==> src/rtl/hazard_pkg.sv <==
// ----------------------------------------------------------------------------
// hazard_pkg
// Shared widths and forward-select encodings for the pipeline hazard unit.
// Rev 1.0 - initial release
// ----------------------------------------------------------------------------
`default_nettype none

package hazard_pkg;

  localparam int REG_W = 5;

  localparam logic [1:0] FWD_RF  = 2'b00;  // operand from register file
  localparam logic [1:0] FWD_WB  = 2'b01;  // operand from Writeback result
  localparam logic [1:0] FWD_MEM = 2'b10;  // operand from Memory result

endpackage : hazard_pkg

`default_nettype wire

==> src/rtl/pipeline_hazard_unit_if.sv <==
// ----------------------------------------------------------------------------
// pipeline_hazard_unit_if
// Pipeline-side register specifiers in, forwarding/stall controls and
// statistics counters out.
// Rev 1.0 - initial release
// ----------------------------------------------------------------------------
`default_nettype none

interface pipeline_hazard_unit_if
  import hazard_pkg::*;
#(
  parameter int CNT_W = 16
);

  logic             RegWriteW;
  logic             RegWriteM;
  logic             MemtoRegE;
  logic [REG_W-1:0] WriteRegM;
  logic [REG_W-1:0] WriteRegW;
  logic [REG_W-1:0] RsD;
  logic [REG_W-1:0] RtD;
  logic [REG_W-1:0] RsE;
  logic [REG_W-1:0] RtE;

  logic [1:0]       ForwardAE;
  logic [1:0]       ForwardBE;
  logic             FlushE;
  logic             StallD;
  logic             StallF;
  logic [CNT_W-1:0] stall_cnt;
  logic [CNT_W-1:0] fwdM_cnt;
  logic [CNT_W-1:0] fwdW_cnt;

  // Pipeline side: drives register specifiers, observes controls
  modport master (
    output RegWriteW, RegWriteM, MemtoRegE, WriteRegM, WriteRegW,
           RsD, RtD, RsE, RtE,
    input  ForwardAE, ForwardBE, FlushE, StallD, StallF,
           stall_cnt, fwdM_cnt, fwdW_cnt
  );

  // Hazard unit side
  modport slave (
    input  RegWriteW, RegWriteM, MemtoRegE, WriteRegM, WriteRegW,
           RsD, RtD, RsE, RtE,
    output ForwardAE, ForwardBE, FlushE, StallD, StallF,
           stall_cnt, fwdM_cnt, fwdW_cnt
  );

endinterface : pipeline_hazard_unit_if

`default_nettype wire

==> src/rtl/pipeline_hazard_unit_forward_sel.sv <==
// ----------------------------------------------------------------------------
// forward_sel
// Chooses the source of one Execute-stage ALU operand. The Memory stage wins
// over Writeback because it holds the younger value; register 0 is never
// forwarded since it is hard-wired to zero.
// Rev 1.0 - initial release
// ----------------------------------------------------------------------------
`default_nettype none

module forward_sel
  import hazard_pkg::*;
(
  input  wire logic [REG_W-1:0] srcE,
  input  wire logic [REG_W-1:0] WriteRegM,
  input  wire logic             RegWriteM,
  input  wire logic [REG_W-1:0] WriteRegW,
  input  wire logic             RegWriteW,
  output logic      [1:0]       fwd
);

  logic src_nonzero;
  assign src_nonzero = (srcE != '0);

  // Priority select: M result, then W result, else register file
  always_comb begin
    fwd = FWD_RF;
    if (src_nonzero && (srcE == WriteRegM) && RegWriteM)
      fwd = FWD_MEM;
    else if (src_nonzero && (srcE == WriteRegW) && RegWriteW)
      fwd = FWD_WB;
  end

endmodule : forward_sel

`default_nettype wire

==> src/rtl/pipeline_hazard_unit.sv <==
// ----------------------------------------------------------------------------
// pipeline_hazard_unit
// Forwarding and load-use stall control for a 5-stage pipeline, plus
// saturating hazard statistics counters.
// Rev 1.0 - initial release
// ----------------------------------------------------------------------------
`default_nettype none

module pipeline_hazard_unit
  import hazard_pkg::*;
#(
  parameter int CNT_W = 16
) (
  input  wire logic               clk,
  input  wire logic               rst_n,
  pipeline_hazard_unit_if.slave   hz
);

  localparam logic [CNT_W-1:0] CNT_MAX = {CNT_W{1'b1}};
  localparam logic [CNT_W-1:0] CNT_ONE = {{(CNT_W-1){1'b0}}, 1'b1};

  logic [1:0]       fwd_a_raw;
  logic [1:0]       fwd_b_raw;
  logic [1:0]       fwd_a;
  logic [1:0]       fwd_b;
  logic             lwstall_raw;
  logic             lwstall;
  logic             any_mem;
  logic             any_wb;
  logic [CNT_W-1:0] stall_cnt;
  logic [CNT_W-1:0] fwdm_cnt;
  logic [CNT_W-1:0] fwdw_cnt;

  forward_sel u_fwd_a (
    .srcE      (hz.RsE),
    .WriteRegM (hz.WriteRegM),
    .RegWriteM (hz.RegWriteM),
    .WriteRegW (hz.WriteRegW),
    .RegWriteW (hz.RegWriteW),
    .fwd       (fwd_a_raw)
  );

  forward_sel u_fwd_b (
    .srcE      (hz.RtE),
    .WriteRegM (hz.WriteRegM),
    .RegWriteM (hz.RegWriteM),
    .WriteRegW (hz.WriteRegW),
    .RegWriteW (hz.RegWriteW),
    .fwd       (fwd_b_raw)
  );

  // Load-use detect; a load to $0 still stalls, which is harmless and simpler
  always_comb begin
    lwstall_raw = hz.MemtoRegE && ((hz.RsD == hz.RtE) || (hz.RtD == hz.RtE));
  end

  // Controls are forced quiet while reset is held
  always_comb begin
    fwd_a   = rst_n ? fwd_a_raw   : FWD_RF;
    fwd_b   = rst_n ? fwd_b_raw   : FWD_RF;
    lwstall = rst_n ? lwstall_raw : 1'b0;
    any_mem = (fwd_a == FWD_MEM) || (fwd_b == FWD_MEM);
    any_wb  = ((fwd_a == FWD_WB) || (fwd_b == FWD_WB)) && !any_mem;
  end

  assign hz.ForwardAE = fwd_a;
  assign hz.ForwardBE = fwd_b;
  assign hz.FlushE    = lwstall;
  assign hz.StallD    = lwstall;
  assign hz.StallF    = lwstall;

  // Saturating statistics counters, cleared by reset
  always_ff @(posedge clk) begin
    if (!rst_n) begin
      stall_cnt <= '0;
      fwdm_cnt  <= '0;
      fwdw_cnt  <= '0;
    end else begin
      if (lwstall && (stall_cnt != CNT_MAX)) stall_cnt <= stall_cnt + CNT_ONE;
      if (any_mem && (fwdm_cnt  != CNT_MAX)) fwdm_cnt  <= fwdm_cnt  + CNT_ONE;
      if (any_wb  && (fwdw_cnt  != CNT_MAX)) fwdw_cnt  <= fwdw_cnt  + CNT_ONE;
    end
  end

  assign hz.stall_cnt = stall_cnt;
  assign hz.fwdM_cnt  = fwdm_cnt;
  assign hz.fwdW_cnt  = fwdw_cnt;

endmodule : pipeline_hazard_unit

`default_nettype wire

==> src/flat_wrapper.sv <==
// flat-port wrapper written by rule: the top's interface ports become plain ports
module pipeline_hazard_unit_flat import hazard_pkg::*;
#(
  parameter int CNT_W = 16
)
  (clk, rst_n, hz_RegWriteW, hz_RegWriteM, hz_MemtoRegE, hz_WriteRegM, hz_WriteRegW, hz_RsD, hz_RtD, hz_RsE, hz_RtE, hz_ForwardAE, hz_ForwardBE, hz_FlushE, hz_StallD, hz_StallF, hz_stall_cnt, hz_fwdM_cnt, hz_fwdW_cnt);
  pipeline_hazard_unit_if #(.CNT_W(CNT_W)) hz_i ();
  input  wire logic clk;
  input  wire logic rst_n;
  input wire logic [$bits(hz_i.RegWriteW)-1:0] hz_RegWriteW;
  input wire logic [$bits(hz_i.RegWriteM)-1:0] hz_RegWriteM;
  input wire logic [$bits(hz_i.MemtoRegE)-1:0] hz_MemtoRegE;
  input wire logic [$bits(hz_i.WriteRegM)-1:0] hz_WriteRegM;
  input wire logic [$bits(hz_i.WriteRegW)-1:0] hz_WriteRegW;
  input wire logic [$bits(hz_i.RsD)-1:0] hz_RsD;
  input wire logic [$bits(hz_i.RtD)-1:0] hz_RtD;
  input wire logic [$bits(hz_i.RsE)-1:0] hz_RsE;
  input wire logic [$bits(hz_i.RtE)-1:0] hz_RtE;
  output wire logic [$bits(hz_i.ForwardAE)-1:0] hz_ForwardAE;
  output wire logic [$bits(hz_i.ForwardBE)-1:0] hz_ForwardBE;
  output wire logic [$bits(hz_i.FlushE)-1:0] hz_FlushE;
  output wire logic [$bits(hz_i.StallD)-1:0] hz_StallD;
  output wire logic [$bits(hz_i.StallF)-1:0] hz_StallF;
  output wire logic [$bits(hz_i.stall_cnt)-1:0] hz_stall_cnt;
  output wire logic [$bits(hz_i.fwdM_cnt)-1:0] hz_fwdM_cnt;
  output wire logic [$bits(hz_i.fwdW_cnt)-1:0] hz_fwdW_cnt;
  assign hz_i.RegWriteW = hz_RegWriteW;
  assign hz_i.RegWriteM = hz_RegWriteM;
  assign hz_i.MemtoRegE = hz_MemtoRegE;
  assign hz_i.WriteRegM = hz_WriteRegM;
  assign hz_i.WriteRegW = hz_WriteRegW;
  assign hz_i.RsD = hz_RsD;
  assign hz_i.RtD = hz_RtD;
  assign hz_i.RsE = hz_RsE;
  assign hz_i.RtE = hz_RtE;
  assign hz_ForwardAE = hz_i.ForwardAE;
  assign hz_ForwardBE = hz_i.ForwardBE;
  assign hz_FlushE = hz_i.FlushE;
  assign hz_StallD = hz_i.StallD;
  assign hz_StallF = hz_i.StallF;
  assign hz_stall_cnt = hz_i.stall_cnt;
  assign hz_fwdM_cnt = hz_i.fwdM_cnt;
  assign hz_fwdW_cnt = hz_i.fwdW_cnt;
  pipeline_hazard_unit #(.CNT_W(CNT_W)) u_core (.clk(clk), .rst_n(rst_n), .hz(hz_i));
endmodule
==> config.mk <==
export PLATFORM = sky130hd
export DESIGN_NAME = pipeline_hazard_unit_flat
export DESIGN_NICKNAME = d
export VERILOG_FILES = /design/src/rtl/hazard_pkg.sv /design/src/rtl/pipeline_hazard_unit_if.sv /design/src/rtl/pipeline_hazard_unit_forward_sel.sv /design/src/rtl/pipeline_hazard_unit.sv /design/src/flat_wrapper.sv
export SDC_FILE = /design/constraint.sdc
export NUM_CORES = 1
export LEC_CHECK = 0
export BUFFER_PORTS_ARGS = -buffer_cell sky130_fd_sc_hd__clkbuf_2
export CAP_MARGIN = 25
export CORE_MARGIN = 4
export CORE_UTILIZATION = 25
export CTS_CLUSTER_DIAMETER = 200
export CTS_CLUSTER_SIZE = 16
export DETAILED_ROUTE_END_ITERATION = 8
export GPL_ROUTABILITY_DRIVEN = 0
export SETUP_SLACK_MARGIN = 0.4
export SKIP_LAST_GASP = 1
export SYNTH_ARGS = -nofsm -noshare
export SYNTH_HDL_FRONTEND = slang
export SYNTH_HIERARCHICAL = 1
export SYNTH_SLANG_ARGS = --single-unit
==> constraint.sdc <==
create_clock -name clk -period 2.3 [get_ports clk]
set_clock_uncertainty 0.05 [all_clocks]
set_input_delay 0.115 -clock clk [delete_from_list [all_inputs] [get_ports clk]]
set_output_delay 0.115 -clock clk [all_outputs]
set_load 0.01 [all_outputs]
==> metrics.yaml, run 1 <==
status: "complete, no violations"
pre_cts_slack_ns: -0.131
fill_cells: 1164
p_int_uw: 1440
register_area_um2: 970
path_class: "input port to register"
rsz0062_at_grt: "true"
area_delta_synth_final_pct: 45.9
fmax_ghz: 0.490
end_kind: "register"
die_y_um: 116
p_comb_share_pct: 10.7
hold_viol: 0
r2r_start: "u_core/hz.fwdW_cnt[4]"
worstHoldStart: "rst_n"
cp_common_cell: "buf_4"
drive_above_1_share_pct: 39.6
htreeDepth: 2
ys.flop_type: "dfxtp_1"
ant_nets: 0
die_x_um: 116
startpoint: "hz_RtE[1]"
switchingPower_uw: 423
nets: 502
hold_class: "input port to register"
ys_top_cells_by_area: "dfxtp_1, xnor2_1, nand3_1"
worstMarginPinSlew_ns: 0.568
yosys.area.top_type: "dfxtp_1"
dieArea_um2: 13500
io_buffers: 89
grt_pass1_wl_mm: 13.8
final.setup.tns_ns: 0
peakVddDrop_v: 0.000301
n_antenna_cell: 0
ys_seq_area_share_pct: 32.8
synth_edf_count: 0
synth_nets: 391
yosysWarningCount: 6
finalWorstSetupSlack_ns: 0.260
synth_async_sr_flop_share_pct: 0
clkPwrFrac_pct: 44.5
slowest_delay_ns: 0.53
crit_chain: "buf_8 -> or4_4 -> nor2_4 -> and3b_1 -> buf_6 -> nor2b_4 -> o211ai_1 -> buf_4 -> a211oi_2 -> buf_4 -> a31o_4 -> a21oi_2"
core-area_um2: 11500
via_count: 3063
multi_input_area_um2: 2240
cp-start-kind: "input port"
num_rows: 39
drv_slew: 0
met3_usage_pct: 2.44
fin_crit_ns: 2.04
cap_viol_max_count: 0
dp_hpwl_mm: 6.28
grt_start_max_net_pins: 29
start_util_pct: 25.6
gr-usage-all-layers_pct: 12.4
post-synth-top-count-cell: "dfxtp_1"
setup_viol: 0
antenna_found_initial: 0
power_uw: 1860
cts_tree: "yes"
clk_pin_slew_worst_paths_ns: 0.07
routedWlPerCell_um: 14.2
ctsRootBufferMaster: "clkbuf_16"
fin_crit_sh_pct: 88.7
busiest_layer: "met2"
synth_top_cell_area_share_pct: 32.8
relSlewSlack_pct: 62.1
drcViolationCount: 0
utilization_pct: 37.3
cts.path.max_buffers: 2
cts_buffers: 5
first_pass_iters: 4
switching_share_pct: 22.7
crit_arrival_ns: 2.21
leakagePower_uw: 0.00161
p_seq_share_pct: 44.8
met2_usage_pct: 21.2
required_ns: 2.47
cts.sinks: 48
synth.top_cells.by_count: "dfxtp_1, xnor2_1, nand2_1"
p_per_area_nw_per_um2: 435
use_met1_pct: 15.7
via_per_inst: 5.04
avgSynthCellArea_um2: 8.31
io_pins: 90
clkLatencyLatePin_ns: 0.29
grt_pass1_vias: 2927
drt_iter0_drc: 194
ys_ff_latch: 48
netlist_area_um2: 2930
grt.overflow.total: 0
wl_mm: 8.61
synth.distinct_cells: 46
cp_slowest_cell: "or4_4"
crit_path_max_fanout: 6
syn_inst: 353
through the flow:
stage               cells  cell area (um2)  hold slack (ns)
finish                608             4280            0.297
global placement      591             3670            0.425
floorplan             353             2960            0.375
CTS                   605             4020            0.263
global route          608             4280            0.323
detailed placement    591             3670            0.434
critical path: cells and delay by family:
| kind | cells | cell delay, ns |
|---|---|---|
| simple gates | 4 | 0.99 |
| buf+inv | 4 | 0.56 |
| compound gates | 4 | 0.55 |
cell type report:
cell class | count | share of cell area [%]
multi-input cells | 288 | 52.4
repair buffers | 118 | 16.7
inverters | 3 | 0.263
flip-flops and latches | 48 | 22.7
clock inverters | 2 | 0.818
clock buffers | 6 | 3.01
well taps | 143 | 4.18
cells in the final DEF (no fill, tap or decap), types with 5 or more instances in the layout:
cell / count
clkbuf_2: 84
dfxtp_1: 41
xnor2_1: 29
nand2_1: 27
buf_4: 26
nand3_1: 21
nand4_1: 19
a21oi_1: 17
nor2_1: 13
mux2i_1: 11
o21ai_0: 11
or3_1: 10
and2_1: 9
nand2b_1: 8
and3_1: 7
dfxtp_2: 7
nor4_1: 6
o31ai_1: 6
clkbuf_16: 5
buf_6: 5
and4_1: 5
or4_1: 5
xor2_1: 5
layer usage:
| metal | up-vias | part of all wire [%] |
|---|---|---|
| li1 | 1566 | - |
| met1 | 1417 | 45 |
| met2 | 75 | 49 |
| met3 | 5 | 5.1 |
| met4 | 0 | 1.2 |
| met5 | - | 0 |
registers in the layout, indices dropped and copies added (netlist names):
signal               cells
u_core/hz.fwdM_cnt      16
u_core/hz.fwdW_cnt      16
u_core/hz.stall_cnt     16
power groups by stage:
| stage | clock, uW | combinational (uW) | sequential [uW] |
|---|---|---|---|
| 6_report | 829 | 199 | 834 |
| 4_1_cts | 867 | 177 | 834 |
| 3_3_place_gp | 0 | 159 | 853 |
| 2_1_floorplan | 0 | 84.6 | 854 |
| 3_5_place_dp | 0 | 164 | 853 |
| 5_1_grt | 901 | 218 | 834 |
path summary, 6_finish.rpt:
path,cells past startpoint,to,slack (ns)
setup / recovery,12,u_core/hz.fwdM_cnt[8],0.26
setup reg to reg,5,u_core/hz.fwdW_cnt[14],0.31
hold / removal,3,u_core/hz.fwdW_cnt[6],0.30
hold reg to reg,1,u_core/hz.stall_cnt[0],0.43
kinds of logic (layout without fill, tap and decap cells):
| family | Yosys count | count (layout) | synth area share, % |
|---|---|---|---|
| fa+ha+maj | 3 | 3 | 1.28 |
| flops | 48 | 48 | 32.8 |
| xor+xnor | 38 | 38 | 11.3 |
| buf+inv | 19 | 129 | 2.77 |
| compound gates | 71 | 73 | 16.4 |
| mux | 11 | 11 | 3.75 |
| simple gates | 163 | 163 | 31.7 |
timing repair:
| item | CTS | global route |
|---|---|---|
| setup buffers | 4 | 3 |
| hold buffers | 0 | 0 |
| resized for setup | 26 | 53 |
| setup endpoints to repair | 32 | 35 |
| pin swaps | 12 | 20 |
| gates cloned | 2 | 0 |
Note: power is estimated with default switching activity, not from simulation.
==> run 2: changes to the inputs <==
- CORE_UTILIZATION: 25 -> 29
==> run 2 against run 1 <==
  * Non-clock buffer count stayed put
  * Worst setup slack lost 0.025 ns
  * Maximum frequency is 1.2% lower
  * Largest power group unchanged
==> metrics.yaml, run 2 (synthesized netlist as in run 1, its figures left out) <==
finalWorstSetupSlack_ns: 0.235
status: "complete, no violations"
final_cell_count_no_fill: 595
end_kind: "register"
required_ns: 2.48
io_buffers: 89
drive_above_1_share_pct: 40.9
crit_family: "simple AND/OR/NAND/NOR gates"
wl_met2_mm: 4.19
leakagePower_uw: 0.00158
fmax_ghz: 0.484
cp_common_cell: "o21bai_4"
via_count: 3066
dp_hpwl_mm: 6.09
clk_pin_slew_worst_paths_ns: 0.10
peakVddDrop_v: 0.000207
via_per_inst: 5.15
hold_viol: 0
grt_pass1_wl_mm: 13.5
ctsRootBufferMaster: "clkbuf_8"
setup_viol: 0
final_common_cell: "clkbuf_2"
cp_slowest_cell: "or4_4"
drv_slew: 0
num_rows: 36
n_antenna_cell: 0
path_buf_inv: 2
placed_area_um2: 3670
final_area_um2: 4230
placed_cells: 582
met1_length_mm: 3.86
dieArea_um2: 11800
grt.overflow.total: 0
pre_cts_slack_ns: -0.298
fill_cells: 1014
wl_mm: 8.62
gr-usage-all-layers_pct: 14.0
top_layer: "met4"
relSlewSlack_pct: 58.6
cap_viol_max_count: 0
ant_nets: 0
die_x_um: 109
crit_path_max_fanout: 5
rsz0062_at_grt: "true"
p_per_area_nw_per_um2: 367
crit_arrival_ns: 2.24
crit_chain: "buf_8 -> or4_4 -> nor2_4 -> and3b_2 -> o21bai_4 -> a21oi_4 -> buf_6 -> o21bai_4 -> or4_1 -> a21oi_1"
cts.path.max_buffers: 2
grt_pass1_vias: 2833
drt_iter0_drc: 152
grt_start_max_net_pins: 42
cts.sinks: 48
core-area_um2: 9820
drcViolationCount: 0
slowest_delay_ns: 0.54
start_util_pct: 29.9
first_pass_iters: 4
dr_wl_met3_um: 476
area_delta_synth_final_pct: 44.0
cts_tree: "yes"
routedWlPerCell_um: 14.5
final_cell_mix: "clkbuf_2, dfxtp_1, nand2_1, xnor2_1, buf_4"
antenna_found_initial: 0
fin_crit_sh_pct: 89.8
fin_crit_ns: 2.07
htreeDepth: 2
io_pins: 90
utilization_pct: 43.0
cts_buffers: 5
worstMarginPinSlew_ns: 0.621
hold_class: "input port to register"
die_y_um: 109
nets: 500
path_class: "input port to register"
cp-start-kind: "input port"
clkLatencyLatePin_ns: 0.31
run 2: area by class of cell:
type                            count  area (um2)  share of cell area [%]
Inverter                            3        11.3                   0.267
Clock buffer                        5        68.8                    1.63
Multi-Input combinational cell    286        2260                    53.6
Timing Repair Buffer              118         733                    17.4
Sequential cell                    48         968                    22.9
Clock inverter                      2        12.5                   0.296
Tap cell                          133         166                    3.94
run 2: metal layers:
layer  GRT usage (%)  vias to the layer above
met1            18.2                     1433
met3            3.52                        6
li1                -                     1550
met4            4.24                        0
met5               0                        -
met2            22.7                       77
run 2: worst paths after layout:
kind	start	end	slack (ns)	cells after the start
max	hz_RtE[1]	u_core/hz.fwdW_cnt[11]	0.23	10
min	rst_n	u_core/hz.fwdM_cnt[12]	0.34	3
max reg2reg	u_core/hz.fwdW_cnt[4]	u_core/hz.fwdW_cnt[14]	0.27	5
min reg2reg	u_core/hz.stall_cnt[0]	u_core/hz.stall_cnt[0]	0.43	1
run 2: repair_timing:
item | CTS | global route
endpoints found under the setup margin | 32 | 38
buffers inserted | 2 | 4
gates cloned | 0 | 0
hold buffers | 0 | 0
gates resized for setup | 15 | 87
pin swaps | 6 | 13
run 2: worst reg2reg max path, cell delays in order, from the launching register on:
cell and delay (ns):
dfxtp_1 0.44, and4_4 0.30, nand4_4 0.12, or4_1 0.55
or3_1 0.35, a21oi_1 0.15
run 2: stage by stage:
step	TNS, ns	total power [uW]	hold slack [ns]
floorplan	0	938	0.375
CTS	0	1530	0.315
global placement	-3.42	1010	0.427
global route	0	1620	0.374
finish	0	1550	0.338
detailed placement	-4.49	1010	0.431
run 2: power by group:
| part | internal (uW) | switching (uW) |
|---|---|---|
| Clock | 207 | 294 |
| Sequential | 832 | 2.04 |
| Combinational | 103 | 113 |
| Total | 1140 | 409 |
==> run 3: changes to the inputs <==
- REMOVE_ABC_BUFFERS: default -> 1
- SLEW_MARGIN: default -> 20
==> run 3 against run 2 <==
  * Clock-buffer cell count unchanged
  * Core utilization decreased by 0.11 points
  * Sequential share of layout area increased by 0.36 points
  * Highest routed layer unchanged
==> metrics.yaml, run 3 (synthesized netlist as in run 1, its figures left out) <==
cts.path.max_buffers: 2
io_pins: 90
drive_above_1_share_pct: 40.4
first_pass_iters: 5
p_comb_share_pct: 10.7
crit_arrival_ns: 2.16
setup_viol: 0
cp_slowest_cell: "or4_4"
rsz0062_at_grt: "true"
crit_path_max_fanout: 8
start_util_pct: 29.9
startpoint: "hz_RtE[3]"
p_seq_share_pct: 47.2
grt_start_max_net_pins: 42
final.setup.tns_ns: 0
holdWs_ns: 0.418
ant_nets: 0
die_y_um: 109
placed_area_um2: 3640
cts_tree: "yes"
p_per_area_nw_per_um2: 417
core-area_um2: 9820
htreeDepth: 2
p_int_uw: 1360
peakVddDrop_v: 0.000400
final_common_cell: "clkbuf_2"
num_rows: 36
grt_pass1_vias: 3008
wl_mm: 8.86
dp_hpwl_mm: 6.25
drt_iter0_drc: 113
ctsRootBufferMaster: "clkbuf_8"
path_class: "input port to register"
fin_crit_sh_pct: 88.1
hold_class: "input port to register"
cts_buffers: 5
cts.sinks: 48
grt_pass1_wl_mm: 14.0
switchingPower_uw: 404
via_per_inst: 5.20
routedWlPerCell_um: 14.9
status: "complete, no violations"
slowest_delay_ns: 0.53
die_x_um: 109
grt.overflow.total: 0
antenna_found_initial: 0
hold_buffers: 0
cap_viol_max_count: 0
clk_pin_slew_worst_paths_ns: 0.09
crit_chain: "buf_8 -> or4_4 -> nor2_4 -> and3b_1 -> o21bai_4 -> a21oi_4 -> o21ai_4 -> buf_6 -> o311ai_4 -> o41ai_2"
final_area_um2: 4210
io_buffers: 89
worstMarginPinSlew_ns: 0.607
gr-usage-all-layers_pct: 14.4
clkPwrFrac_pct: 42.1
clkLatencyLatePin_ns: 0.30
worstHoldStart: "rst_n"
fmax_ghz: 0.493
leakagePower_uw: 0.00162
fill_cells: 1013
fin_crit_ns: 2.03
required_ns: 2.43
drv_slew: 0
cp-start-kind: "input port"
final_cell_mix: "clkbuf_2, dfxtp_1, xnor2_1, nand2_1, buf_4"
r2r_start: "u_core/hz.fwdW_cnt[4]"
via_count: 3102
dieArea_um2: 11800
relSlewSlack_pct: 59.5
timing.reg2reg.setup_slack_ns: 0.33
switching_share_pct: 22.9
end_kind: "register"
nets: 500
area_delta_synth_final_pct: 43.6
hold_viol: 0
n_antenna_cell: 0
drcViolationCount: 0
-- run 3: cell types whose count changed in the layout (fill, tap and decap cells not counted), moves of 3 or more --
cell	previous run	this run
dfxtp_4	0	3
clkbuf_2	77	84
xor2_2	8	0
o41ai_2	1	4
buf_6	10	5
buf_2	5	1
xor2_1	0	8
xnor2_1	25	30
xnor2_2	5	0
dfxtp_1	42	38
o41ai_1	5	2
-- run 3: path summary, 6_finish.rpt --
check             depth (start not counted)                endpoint
hold / removal                            3   u_core/hz.fwdW_cnt[5]
setup reg to reg                          5  u_core/hz.fwdW_cnt[14]
setup / recovery                         10   u_core/hz.fwdW_cnt[4]
hold reg to reg                           1  u_core/hz.stall_cnt[0]
-- run 3: what timing repair did --
item / 4_1_cts / 5_1_grt
pin swaps: 34 / 12
endpoints found under the hold margin: 0 / 0
resized for setup: 46 / 51
setup endpoints to repair: 30 / 41
buffers inserted: 5 / 1
gates cloned: 1 / 0
-- run 3: worst max-delay path, delay by kind of cell --
kind            cells  cell delay, ns
simple gates        3            0.83
compound gates      5            0.92
buf+inv             2            0.28
-- run 3: through the flow --
stage,instances,utilization (%),total power (uW),setup WS (ns)
after floorplan,337,-,924,-0.0299
after global placement,581,37.1,1010,-0.139
after detailed placement,581,37.1,1010,-0.209
after CTS,595,40.8,1780,0.276
after global routing,596,42.9,1840,0.205
final,596,42.9,1760,0.273
-- run 3: layout make-up --
type	count	area [um2]	share of cell area, %
clock buffers	5	68.8	1.63
clock inverters	3	68.8	1.63
repair buffers	118	712	16.9
flip-flops and latches	48	981	23.3
multi-input cells	286	2210	52.3
well taps	133	166	3.95
inverters	3	11.3	0.267
-- run 3: power by group through the flow --
| stage | registers, uW | logic [uW] | clock network, uW |
|---|---|---|---|
| floorplan | 854 | 70.9 | 0 |
| global placement | 853 | 155 | 0 |
| detailed placement | 853 | 160 | 0 |
| CTS | 834 | 177 | 774 |
| global route | 832 | 204 | 804 |
| finish | 831 | 187 | 741 |
-- run 3: per-layer routing --
metal  up-vias  part of all wire, %  GRT usage (%)
met5         -                    0              0
met4         0                 0.55           2.61
met3         4                  4.4           2.99
met2        76                   51           25.5
met1      1470                   44           18.1
li1       1552                    -              -
